**src/rtl/mips_state_dump_pkg.sv**
```systemverilog
// mips_state_dump_pkg: shared state encoding and dump geometry for the halt/dump block
package mips_state_dump_pkg;
    typedef enum logic [1:0] {IDLE, RUN, DUMP, DONE} state_t;
    localparam int NUM_REGS = 32;
    localparam int DUMP_BEATS = NUM_REGS + 1;
    localparam int IDX_PC = 0;
endpackage

```
**src/rtl/mips_state_dump_halt_detect.sv**
```systemverilog
// mips_state_dump_halt_detect: end-address, self-loop and cycle-budget halt detection
module mips_state_dump_halt_detect #(
    parameter int PC_W       = 32,
    parameter int IDLE_LIMIT = 4,
    parameter int CNT_W      = 16,
    parameter int MAX_CYCLES = 1000
) (
    input  logic            clk,
    input  logic            rst,
    input  logic            run,
    input  logic            clear,
    input  logic [PC_W-1:0] pc_in,
    input  logic [PC_W-1:0] end_pc,
    output logic            halt,
    output logic            timeout
);
    logic [PC_W-1:0]  pc_prev;
    logic [CNT_W-1:0] same_cnt;
    logic [CNT_W-1:0] cyc_cnt;
    logic             same_pc;
    logic             hit_end;
    logic             hit_idle;
    logic             hit_max;
    assign same_pc  = pc_in == pc_prev;
    assign hit_end  = pc_in == end_pc;
    assign hit_idle = same_pc && same_cnt == CNT_W'(IDLE_LIMIT - 1);
    assign hit_max  = cyc_cnt == CNT_W'(MAX_CYCLES - 1);
    assign halt     = run && (hit_end || hit_idle || hit_max);
    assign timeout  = run && hit_max && !hit_end && !hit_idle;
    always_ff @(posedge clk) begin
        if (rst || clear) begin
            pc_prev  <= '0;
            same_cnt <= '0;
            cyc_cnt  <= '0;
        end else if (run) begin
            pc_prev  <= pc_in;
            same_cnt <= !same_pc ? CNT_W'(1) : &same_cnt ? same_cnt : same_cnt + 1'b1;
            cyc_cnt  <= &cyc_cnt ? cyc_cnt : cyc_cnt + 1'b1;
        end
    end
endmodule

```
**src/rtl/mips_state_dump.sv**
```systemverilog
// mips_state_dump: halts the core at program end and streams PC plus $0..$31 over valid/ready
module mips_state_dump
    import mips_state_dump_pkg::*;
#(
    parameter int PC_W       = 32,
    parameter int DATA_W     = 32,
    parameter int IDLE_LIMIT = 4,
    parameter int CNT_W      = 16,
    parameter int MAX_CYCLES = 1000
) (
    input  logic              clk,
    input  logic              rst,
    input  logic              start,
    input  logic [PC_W-1:0]   end_pc,
    input  logic [PC_W-1:0]   pc_in,
    output logic              cpu_stall,
    output logic [4:0]        rf_raddr,
    input  logic [DATA_W-1:0] rf_rdata,
    output logic              dout_valid,
    input  logic              dout_ready,
    output logic [5:0]        dout_index,
    output logic [DATA_W-1:0] dout_data,
    output logic              done,
    output logic              timeout
);
    state_t          state;
    logic [5:0]      beat;
    logic [PC_W-1:0] pc_cap;
    logic            run;
    logic            arm;
    logic            halt;
    logic            tmo_hit;
    assign run        = state == RUN;
    assign arm        = start && (state == IDLE || state == DONE);
    assign cpu_stall  = (run && halt) || state == DUMP || state == DONE;
    assign dout_valid = state == DUMP;
    assign done       = state == DONE;
    assign dout_index = beat;
    assign rf_raddr   = beat == 6'(IDX_PC) ? 5'd0 : 5'(beat - 6'd1);
    assign dout_data  = !dout_valid ? '0 : beat == 6'(IDX_PC) ? DATA_W'(pc_cap) : rf_rdata;
    mips_state_dump_halt_detect #(
        .PC_W(PC_W), .IDLE_LIMIT(IDLE_LIMIT), .CNT_W(CNT_W), .MAX_CYCLES(MAX_CYCLES)
    ) u_halt (
        .clk(clk), .rst(rst), .run(run), .clear(arm),
        .pc_in(pc_in), .end_pc(end_pc), .halt(halt), .timeout(tmo_hit)
    );
    always_ff @(posedge clk) begin
        if (rst) begin
            state   <= IDLE;
            beat    <= '0;
            pc_cap  <= '0;
            timeout <= 1'b0;
        end else begin
            case (state)
                IDLE, DONE: if (arm) begin
                    state   <= RUN;
                    beat    <= '0;
                    timeout <= 1'b0;
                end
                RUN: if (halt) begin
                    state   <= DUMP;
                    pc_cap  <= pc_in;
                    beat    <= '0;
                    timeout <= tmo_hit;
                end
                DUMP: if (dout_ready) begin
                    if (beat == 6'(DUMP_BEATS - 1)) state <= DONE;
                    else beat <= beat + 6'd1;
                end
                default: state <= IDLE;
            endcase
        end
    end
endmodule

```
**config.mk**
```make
export PLATFORM = sky130hd
export DESIGN_NAME = mips_state_dump
export DESIGN_NICKNAME = d
export VERILOG_FILES = /design/src/rtl/mips_state_dump_pkg.sv /design/src/rtl/mips_state_dump_halt_detect.sv /design/src/rtl/mips_state_dump.sv
export SDC_FILE = /design/constraint.sdc
export NUM_CORES = 1
export LEC_CHECK = 0
export ABC_AREA = 1
export BUFFER_PORTS_ARGS = -buffer_cell sky130_fd_sc_hd__buf_4
export CAP_MARGIN = 20
export CELL_PAD_IN_SITES_DETAIL_PLACEMENT = 1
export CELL_PAD_IN_SITES_GLOBAL_PLACEMENT = 2
export CORE_MARGIN = 1.5
export CORE_UTILIZATION = 26
export CTS_BUF_LIST = sky130_fd_sc_hd__clkbuf_16
export DETAILED_ROUTE_END_ITERATION = 10
export PLACE_DENSITY = 0.82
export SKIP_LAST_GASP = 1
export SYNTH_ARGS = -nofsm -noshare
export SYNTH_HDL_FRONTEND = slang
export SYNTH_HIERARCHICAL = 1
export SYNTH_SLANG_ARGS = --single-unit
```
**constraint.sdc**
```tcl
create_clock -name clk -period 2.1 [get_ports clk]
set_input_delay 0 -clock clk [delete_from_list [all_inputs] [get_ports clk]]
set_output_delay 0 -clock clk [all_outputs]
set_load 0.005 [all_outputs]
```
==> impl_metrics.env <==
export IMPL_grt_setup_unrepaired="yes"
export IMPL_drc=0
export IMPL_clk_latency_ps=360
export IMPL_synth_avg_cell_area_um2=6.144
export IMPL_initialDrtViolationCount=271
export IMPL_worst_pin_slew_ps=750.8
export IMPL_fin_hold_ws_ps=11.28
export IMPL_multi_input_area_mm2=0.003988
export IMPL_postRouteAntennaNets=0
export IMPL_synth_compound_area_share_pct=13.31
export IMPL_dpl_cell_count=1579
export IMPL_synth_seq_cells=105
export IMPL_gp_congestion=0.8080
export IMPL_maxSlewViolCount=0
export IMPL_yosysWarnings=6
export IMPL_synthAdderAreaFrac_pct=1.341
export IMPL_synth_cell_types=36
export IMPL_viasPerCell=4.547
export IMPL_start_kind="flop"
export IMPL_num_rows=57
export IMPL_met1_length_um=11360
export IMPL_gr_total_overflow=0
export IMPL_die_h_um=161.5
export IMPL_hpwlAfterDp_um=17630
export IMPL_dr_wl_met2_um=12220
export IMPL_fin_util_pct=39.81
export IMPL_relSlewSlack_pct=49.89
export IMPL_synth_simple_area_share_pct=36.25
export IMPL_outcome="complete, but fails checks"
export IMPL_hold_class="primary input to flop"
export IMPL_place_area_mm2=0.008538
export IMPL_start_util_pct=26.70
export IMPL_synth_mux_area_share_pct=0
export IMPL_layout_drive_gt1_share_pct=27.57
export IMPL_fin_cells=1655
export IMPL_cts_sinks=105
export IMPL_die_w_um=161.5
export IMPL_syn_num_nets=1170
export IMPL_peakVddDrop_mv=0.4075
export IMPL_area_growth_pct=49.12
export IMPL_crit_type="flop to flop"
export IMPL_wirelength_um=24560
export IMPL_violations="negative setup slack"
export IMPL_ioPinCount=147
export IMPL_layout_nets=1433
export IMPL_fillers=3153
export IMPL_h_tree_depth=3
export IMPL_met3_length_um=776
export IMPL_post_place_ws_ps=-266.1
export IMPL_grt_total_usage_pct=19.00
export IMPL_synth_top_family_by_area="simple AND/OR/NAND/NOR gates"
export IMPL_grt_antenna_before_repair=0
export IMPL_finalSetupViolCount=27
export IMPL_path_max_fanout=5
export IMPL_drt_pass1_iterations=4
export IMPL_setup_tns_ps=-914.3
export IMPL_clock_path_buffers=2
export IMPL_period_minus_slack_ps=2185
export IMPL_synthCells=1063
export IMPL_netlist_area_mm2=0.006531
export IMPL_cts_root_buf="clkbuf_16"
export IMPL_ys_seq_area_share_pct=32.18
export IMPL_grt_pass1_vias=7719
export IMPL_grt_pass1_wl_um=39830
export IMPL_regArea_mm2=0.002123
export IMPL_cp_required_ps=2360
export IMPL_port_buffers=146
export IMPL_synth_xor_area_share_pct=6.437
export IMPL_top_layer="met4"
export IMPL_cts_tree="built"
export IMPL_vias=7526
export IMPL_cp_end_kind="flop"
export IMPL_grt_max_degree=78
export IMPL_antenna_cells=0
export IMPL_leakagePower_nw=4.303
export IMPL_wl_per_cell_um=14.84
export IMPL_cts_buffers=9
export IMPL_fin_ws_ps=-84.81
export IMPL_skew_ps=11.84
export IMPL_hold_viol=0
export IMPL_core_mm2=0.02446
export IMPL_cap_viol_max_count=0
export IMPL_clk_pin_slew_worst_paths_ps=80
export IMPL_max_freq_mhz=457.7
export IMPL_final_cell_area_mm2=0.009739
export IMPL_cp_data_arrival_time_ps=2450
export IMPL_finalCritPeriodShare_pct=104.0
export IMPL_die_area_mm2=0.02608
export IMPL_power_mw=8.172
export IMPL_p_per_area_mw_per_mm2=839.1
## final timing paths
kind                       start                   to  slack, ps  cells after the start
max           u_halt/pc_prev[19]        dout_index[4]        -80                     20
min                    pc_in[31]   u_halt/pc_prev[31]         10                      3
max reg2reg   u_halt/pc_prev[19]        dout_index[4]        -80                     20
min reg2reg  u_halt/same_cnt[14]  u_halt/same_cnt[14]        470                      2
## where the power goes
part	internal [mW]	total [mW]	switching (mW)
Sequential	2.23	2.41	0.176
Clock	0.832	1.69	0.856
Combinational	1.71	4.07	2.37
## cell usage after synthesis (all sizes together)
| cell | count | area, um^2 |
|---|---|---|
| nand2 | 243 | 924.6 |
| nor2 | 220 | 838.3 |
| inv | 129 | 484.2 |
| o21ai | 106 | 530.5 |
| dfxtp | 105 | 2102 |
| a21oi | 61 | 312.8 |
| xnor2 | 29 | 254.0 |
| nand3 | 28 | 145.1 |
| nor3 | 28 | 171.4 |
| nand4 | 27 | 175.2 |
| clkbuf | 24 | 91.33 |
| xor2 | 19 | 166.4 |
| buf | 14 | 101.4 |
| ha | 7 | 87.58 |
| or2 | 6 | 37.54 |
| nor3b | 5 | 37.54 |
| nor4 | 4 | 25.02 |
| a31oi | 3 | 18.77 |
| and2 | 2 | 12.51 |
| clkinv | 2 | 7.510 |
| o211ai | 1 | 7.510 |
## per-layer routing
layer | vias to the layer above | global-route usage, %
met5 | - | 0
met4 | 0 | 2.820
met3 | 13 | 3.184
met2 | 98 | 34.86
met1 | 3532 | 23.51
li1 | 3883 | -
## worst max-delay path, stage by stage, from the launching register on
cell,delay [ps]
dfxtp_2,360
inv_2,50
nand2_2,60
nand2_2,70
nor2_2,120
nand2_2,70
nor2_4,140
nand2_2,70
nor2_4,120
nand2_2,60
nand2_2,70
nand2_2,50
nand2_2,80
inv_1,60
nand2_1,60
nand2_2,90
nor2_4,140
nand2_4,110
nand2_4,100
and2_4,140
nor2_1,40
## cell usage in the layout, fill, tap and decap left out, types with 4 or more instances in the layout
master and instances:
a21oi_1 57, a21oi_2 4, buf_12 5, buf_4 234
buf_6 5, clkbuf_16 9, dfxtp_1 88, dfxtp_2 17
dlygate4sd3_1 35, dlymetal6s4s_1 9, ha_1 5, inv_1 116
inv_2 12, nand2_1 224, nand2_2 13, nand2_4 5
nand3_1 25, nand4_1 26, nor2_1 204, nor2_2 11
nor2_4 5, nor3_1 21, nor3_2 6, nor3b_1 5
o21ai_0 79, o21ai_1 12, o21ai_2 15, or2_2 6
xnor2_1 29, xor2_1 19
## cell type report
| class | count | share of cell area [%] |
|---|---|---|
| Clock buffer | 9 | 2.312 |
| Clock inverter | 7 | 0.6166 |
| Inverter | 131 | 5.100 |
| Multi-Input combinational cell | 789 | 40.94 |
| Sequential cell | 105 | 21.80 |
| Tap cell | 324 | 4.162 |
| Timing Repair Buffer | 290 | 25.06 |
## sequential cells by signal, summed over array words and instances (netlist names)
register / cells
state: 2
u_halt/cyc_cnt: 16
timeout: 1
pc_cap: 32
dout_index: 6
u_halt/same_cnt: 16
u_halt/pc_prev: 32
## logic make-up (layout without fill, tap and decap cells)
| logic type | after synthesis | in the layout |
|---|---|---|
| compound gates | 171 | 171 |
| xor+xnor | 48 | 48 |
| fa+ha+maj | 7 | 7 |
| buf+inv | 169 | 437 |
| flops | 105 | 105 |
| simple gates | 563 | 563 |
## what timing repair did
item                                    CTS  global route
pin swaps                                10            14
hold buffers                             44             0
endpoints found under the setup margin   65            63
gates cloned                              3             0
setup buffers                            12             1
resized for setup                        67            61
hold endpoints to repair                 62             0
(Power assumes the default switching activity.)
